**src/rtl/branch_resolver.sv**
```systemverilog
// ----------------------------------------------------------------------------
// branch_resolver
//   ID-stage branch decision unit. Resolves BEQ/BNE from the comparator's
//   equality flag, waits (stalling PC and IF/ID) while the hazard unit says
//   the comparator operands are not forwarded yet, and issues a registered
//   one-cycle redirect. Saturating branch/taken counters feed the debug port.
//
// Handshake: a branch is "accepted" in any cycle where branch_valid=1 and the
//   unit is not in the redirect cycle (RESOLVE with pc_src=1), whose ID
//   instruction is wrong-path. An accepted branch completes in the cycle where
//   operands_ready=1; until then stall_id holds the branch in ID.
//
// Ports:
//   clk, reset          clock, asynchronous active-high reset
//   branch_valid        ID holds a conditional branch
//   branch_type         0 = BEQ, 1 = BNE
//   eq                  comparator flag (rs == rt)
//   operands_ready      comparator inputs valid this cycle
//   branch_target       target address of the branch in ID
//   pc_src / flush_if   registered redirect pulse (identical values)
//   target_q            registered branch target
//   stall_id            combinational freeze of PC and IF/ID
//   timeout             sticky: a branch waited MAX_WAIT cycles
//   branch_count        resolved branches (saturating)
//   taken_count         taken branches (saturating)
//   dbg_state           current FSM state (0 IDLE, 1 WAIT, 2 RESOLVE)
// ----------------------------------------------------------------------------
module branch_resolver #(
  parameter int CNT_W    = 16,
  parameter int MAX_WAIT = 4
) (
  input  logic             clk,
  input  logic             reset,
  input  logic             branch_valid,
  input  logic             branch_type,
  input  logic             eq,
  input  logic             operands_ready,
  input  logic [31:0]      branch_target,
  output logic             pc_src,
  output logic [31:0]      target_q,
  output logic             flush_if,
  output logic             stall_id,
  output logic             timeout,
  output logic [CNT_W-1:0] branch_count,
  output logic [CNT_W-1:0] taken_count,
  output logic [1:0]       dbg_state
);

  localparam int WW = $clog2(MAX_WAIT + 1);
  localparam logic [WW-1:0] WAIT_MAX = WW'(MAX_WAIT);

  typedef enum logic [1:0] {
    S_IDLE    = 2'd0,
    S_WAIT    = 2'd1,
    S_RESOLVE = 2'd2
  } state_t;

  state_t            r_state;
  logic              r_pc_src;
  logic              r_flush_if;
  logic [31:0]       r_target_q;
  logic              r_timeout;
  logic [CNT_W-1:0]  r_branch_count;
  logic [CNT_W-1:0]  r_taken_count;
  logic [WW-1:0]     r_wait_cnt;

  logic              w_accept;
  logic              w_taken;
  logic [WW-1:0]     w_next_wait;

  // In the redirect cycle the instruction in ID is being squashed.
  assign w_accept = branch_valid && !((r_state == S_RESOLVE) && r_pc_src);
  assign w_taken  = eq ^ branch_type;

  // Wait cycles counted so far including this one; the first stalled cycle
  // (entering from IDLE/RESOLVE) counts as 1.
  assign w_next_wait = (r_state == S_WAIT) ? r_wait_cnt + 1'b1 : WW'(1);

  // Never a function of eq: the hazard unit must not see comparator glitches.
  assign stall_id = !reset && w_accept && !operands_ready;

  always_ff @(posedge clk or posedge reset) begin
    if (reset) begin
      r_state        <= S_IDLE;
      r_pc_src       <= 1'b0;
      r_flush_if     <= 1'b0;
      r_target_q     <= '0;
      r_timeout      <= 1'b0;
      r_branch_count <= '0;
      r_taken_count  <= '0;
      r_wait_cnt     <= '0;
    end else begin
      r_pc_src   <= 1'b0;
      r_flush_if <= 1'b0;
      if (w_accept && operands_ready) begin
        r_state    <= S_RESOLVE;
        r_pc_src   <= w_taken;
        r_flush_if <= w_taken;
        r_wait_cnt <= '0;
        if (w_taken) r_target_q <= branch_target;
        if (r_branch_count != '1) r_branch_count <= r_branch_count + 1'b1;
        if (w_taken && (r_taken_count != '1)) r_taken_count <= r_taken_count + 1'b1;
      end else if (w_accept) begin
        if (w_next_wait == WAIT_MAX) begin
          // Give up on this branch: no redirect, no count.
          r_timeout  <= 1'b1;
          r_state    <= S_IDLE;
          r_wait_cnt <= '0;
        end else begin
          r_state    <= S_WAIT;
          r_wait_cnt <= w_next_wait;
        end
      end else begin
        r_state    <= S_IDLE;
        r_wait_cnt <= '0;
      end
    end
  end

  assign pc_src       = r_pc_src;
  assign flush_if     = r_flush_if;
  assign target_q     = r_target_q;
  assign timeout      = r_timeout;
  assign branch_count = r_branch_count;
  assign taken_count  = r_taken_count;
  assign dbg_state    = r_state;

endmodule

```
**config.mk**
```make
export PLATFORM = sky130hd
export DESIGN_NAME = branch_resolver
export DESIGN_NICKNAME = d
export VERILOG_FILES = /design/src/rtl/branch_resolver.sv
export SDC_FILE = /design/constraint.sdc
export NUM_CORES = 1
export LEC_CHECK = 0
export ABC_AREA = 1
export BUFFER_PORTS_ARGS = -buffer_cell sky130_fd_sc_hd__buf_2
export CAP_MARGIN = 0
export CORE_AREA = 5 5 108 110
export DETAILED_ROUTE_END_ITERATION = 8
export DIE_AREA = 0 0 113 115
export GPL_TIMING_DRIVEN = 0
export HOLD_SLACK_MARGIN = 0.05
export SLEW_MARGIN = 20
export SYNTH_ARGS = -nofsm -noshare
export SYNTH_HDL_FRONTEND = slang
export SYNTH_SLANG_ARGS = --single-unit
export TNS_END_PERCENT = 100
```
**constraint.sdc**
```tcl
create_clock -name clk -period 4.22 [get_ports clk]
set_input_delay 0 -clock clk [delete_from_list [all_inputs] [get_ports clk]]
set_output_delay 0 -clock clk [all_outputs]
set_load 0.02 [all_outputs]
```
==> summary.txt <==
Clocking
  • Level count of the clock H-tree: 3
  • Clock-pin slew reported for the worst setup and hold paths after clock tree synthesis: 80 ps
  • Clock tree from TritonCTS: built
  • Clk root buf: sky130_fd_sc_hd__clkbuf_8
  • Gates resized, CTS repair: 0
  • Number of buffers on the longest clock path: 2
  • Total number of clock tree sinks: 71
  • Number of clock buffers inserted by TritonCTS: 9
  • Clock insertion delay at the later pin of the skew report: ~350 ps

Drt
  • Antenna Violating Nets Remaining: 0
  • Met2 wire length: 4610 um
  • Met3 routed WL: 495 um
  • Met1 wire length: 4030 um
  • 1st-pass router iterations: 4
  • Via density per instance: around 4.4
  • DR top layer: met4
  • Post-Route WL: 9350 um
  • Drt first-iter violations: 167
  • Routed length per instance: 12.4 um
  • Via count: 3355
  • DR DRC count: 0

Timing
  • Endpoints failing hold: 0
  • Setup-violating endpoint count in the final report: 0
  • Min Tclk post-route: 1740 ps
  • Fmax: 574 MHz
  • Worst hold slack after final layout: around 95 ps
  • Slew at the pin with the worst max-slew slack: around 540 ps
  • Setup Skew: 11.3 ps
  • Setup repair after global routing missed its margin: no
  • Worst-case headroom to the max-slew limit: 63.7%
  • Final setup TNS: 0 ps
  • Final-report max-slew violation count: 0
  • Final Cycle Share: 41.3%

Critical path
  • Category of the critical setup timing path: register to register
  • Launching instance or port of the critical path: branch_count[0]
  • Worst R2R Start: branch_count[0]
  • Highest fanout seen on the critical path: 10
  • Worst r2r path cells: 9
  • Crit-path slowest cell: sky130_fd_sc_hd__dfrtp_1
  • Family with the most delay on the worst path: flip-flops
  • Slack of the worst reg-to-reg path: 2480 ps
  • Arrival time of the worst setup path: 2020 ps
  • Critical Path End Type: register
  • Data required time of the worst path: 4500 ps
  • Critical register-to-register path endpoint: branch_count[3]
  • Delay of the slowest cell on the worst path: between 400 and 500 ps
  • Cell with the most instances on the worst path: sky130_fd_sc_hd__nand2_1
  • Critical path buffers and inverters: 3
  • CP Cell Sequence: ha_1 > nand3_2 > inv_2 > nand2_1 > inv_2 > a21oi_1 > buf_4 > nand2_1 > nand2_1
  • Startpoint types: register

Synthesis
  • Unique cell type count in the Yosys netlist: 26
  • Syn Inst Count: 457
  • Synthesized area per cell: roughly 7.7 um2
  • Post-Syn Nets: roughly 500
  • Combined area of all synthesized cells: 0.00351 mm2
  • Leading post-synthesis cells by cell area: sky130_fd_sc_hd__dfrtp_1 51%, sky130_fd_sc_hd__nand2_1 25%, sky130_fd_sc_hd__nor2_1 3.7%
  • Top cell type's share of synthesized area: around half
  • Synthesis-stage register bit count: 71
  • Yosys warning total: 0
  • Share of synthesized area occupied by flip-flops and latches: between 50 and 60%
  • Post-synth top area cell: sky130_fd_sc_hd__dfrtp_1

Placed design
  • Gp weighted congestion: between 0.8 and 0.9
  • Number of I/O port buffers: 107
  • DP Wirelength: 6640 um

Floorplan
  • Die Height: 115 um
  • I/O Pins: ~110
  • Die Span X: 113 um
  • Initial standard-cell utilization of the core: ~33%
  • Floorplan die area: 0.0130 mm2
  • Core region area: 0.0106 mm2
  • Row Count: 38

Pwr
  • Proportion of total power due to net switching: between 30% and 40%
  • Worst vdd rail ir drop: around 180 uV
  • Comb pwr share: 23.8%
  • Reported leakage power: 0.00257 uW
  • Switching power: 652 uW
  • Power Density: about 420 mW/mm2
  • Clock network fraction of total power: 32.6%
  • Internal power consumption: 1350 uW
  • Proportion of power drawn by flip-flops and latches: a little over two fifths

Min path
  • Startpoint of the tightest hold check path: branch_valid
  • Worst Hold Path Cells: 5
  • Hold endpoint: r_wait_cnt[1]
  • Worst hold path type: input port to register

Cells and area
  • Area used by multi-input combinational logic: around 0.0015 mm2
  • Leading cell types in the layout, fill and taps excluded: 230 x sky130_fd_sc_hd__nand2_1, 113 x sky130_fd_sc_hd__buf_2, 71 x sky130_fd_sc_hd__dfrtp_1, 35 x sky130_fd_sc_hd__nor2_1, 35 x sky130_fd_sc_hd__dlygate4sd3_1
  • Sequential cell area: 0.00178 mm2
  • Filler Cell Count: 1046
  • Final-stage net count: 652
  • Diodes inserted: 0
  • Layout cell share with drive strength beyond 1: 25.2%
  • Synthesis-to-finish area growth: 37.6%
  • Most common library cell in the layout ignoring fill and taps: sky130_fd_sc_hd__nand2_1
  • Core Util, Final: 45.5%

Global routing
  • Global-route wire length before repair: between 15000 and 20000 um
  • Total congestion overflow after global routing: 0
  • Antenna violations before repair: 0
  • Gr usage total: 14.7%
  • Largest net degree at the start of global routing: 42
  • Number of global-route vias before repair: 3194

Run
  • Max-Cap Viols: 0

Outcome
  • Result of the run: finished clean
-- cell type report --
cell class	count	share of cell area [%]
inverters	34	2.72
clock inverters	5	2.23
plain buffers	11	1.56
well taps	140	3.63
clock buffers	10	2.65
repair buffers	143	18.8
multi-input cells	341	31.6
flip-flops and latches	71	36.8
-- flip-flops by register name (all words and copies together) (netlist names) --
| name | cells |
|---|---|
| target_q | 32 |
| taken_count | 16 |
| timeout | 1 |
| dbg_state | 2 |
| flush_if | 1 |
| branch_count | 16 |
| r_wait_cnt | 3 |
-- worst min-delay path, cell delays in order --
cell                      delay [ps]
sky130_fd_sc_hd__buf_2           100
sky130_fd_sc_hd__nand2_1          60
sky130_fd_sc_hd__nor2_1           50
sky130_fd_sc_hd__inv_1           130
sky130_fd_sc_hd__nor3_1           60
-- power by group through the flow --
stage	Combinational, uW	Clock, uW	Sequential, uW
floorplan	160	0	998
global placement	449	0	881
global route	526	698	890
finish	478	653	872
detailed placement	458	0	884
CTS	485	677	872
-- worst max-delay path by stage --
stage | to | slack (ps) | depth (start not counted)
floorplan | branch_count[0] | 2420 | 1
detailed placement | branch_count[3] | 2480 | 9
global placement | taken_count[1] | 1430 | 2
global route | branch_count[3] | 2310 | 9
finish | branch_count[3] | 2480 | 9
CTS | branch_count[3] | 2450 | 9
-- synth_stat cells --
cell type and instances:
sky130_fd_sc_hd__nand2_1 230, sky130_fd_sc_hd__dfrtp_1 71, sky130_fd_sc_hd__nor2_1 35, sky130_fd_sc_hd__inv_1 26
sky130_fd_sc_hd__nand3_1 19, sky130_fd_sc_hd__nand4_1 16, sky130_fd_sc_hd__xnor2_1 14, sky130_fd_sc_hd__inv_2 7
sky130_fd_sc_hd__buf_2 6, sky130_fd_sc_hd__o21ai_0 6, sky130_fd_sc_hd__nor2_2 5, sky130_fd_sc_hd__buf_4 3
sky130_fd_sc_hd__ha_1 3, sky130_fd_sc_hd__buf_6 2, sky130_fd_sc_hd__nand2_2 2, sky130_fd_sc_hd__nand2_4 2
sky130_fd_sc_hd__a21o_1 1, sky130_fd_sc_hd__a21oi_1 1, sky130_fd_sc_hd__clkinv_2 1, sky130_fd_sc_hd__nand2_8 1
sky130_fd_sc_hd__nand3_2 1, sky130_fd_sc_hd__nor2_4 1, sky130_fd_sc_hd__nor3_1 1, sky130_fd_sc_hd__o21ai_1 1
sky130_fd_sc_hd__or2_2 1, sky130_fd_sc_hd__xor2_1 1
-- cells by family after synthesis --
kind of cell,after synthesis,synth area share [%]
fa+ha+maj,3,1.07
simple gates,314,37.3
flops,71,50.7
buf+inv,45,5.82
compound gates,9,1.36
xor+xnor,15,3.75
-- per-layer routing --
| metal | vias to the layer above | global-route usage, % |
|---|---|---|
| met1 | 1556 | 18.0 |
| met2 | 68 | 24.5 |
| met3 | 15 | 3.32 |
| met4 | 0 | 7.45 |
| met5 | - | 0 |
| li1 | 1716 | - |
-- per-stage QoR --
stage / total power (uW) / setup WS, ps / std cells / cell area [um2]
detailed placement: 1340 / 2480 / 705 / 4240
global placement: 1330 / 1430 / 704 / 4220
global route: 2110 / 2310 / 755 / 4820
finish: 2000 / 2480 / 755 / 4820
floorplan: 1160 / 2420 / 457 / 3510
CTS: 2030 / 2450 / 755 / 4820
-- repair_timing --
item                      4_1_cts  5_1_grt
hold endpoints to repair       77        0
hold buffers                   35        0
buffers inserted                0        0
Power figures use the tool's default switching activity.
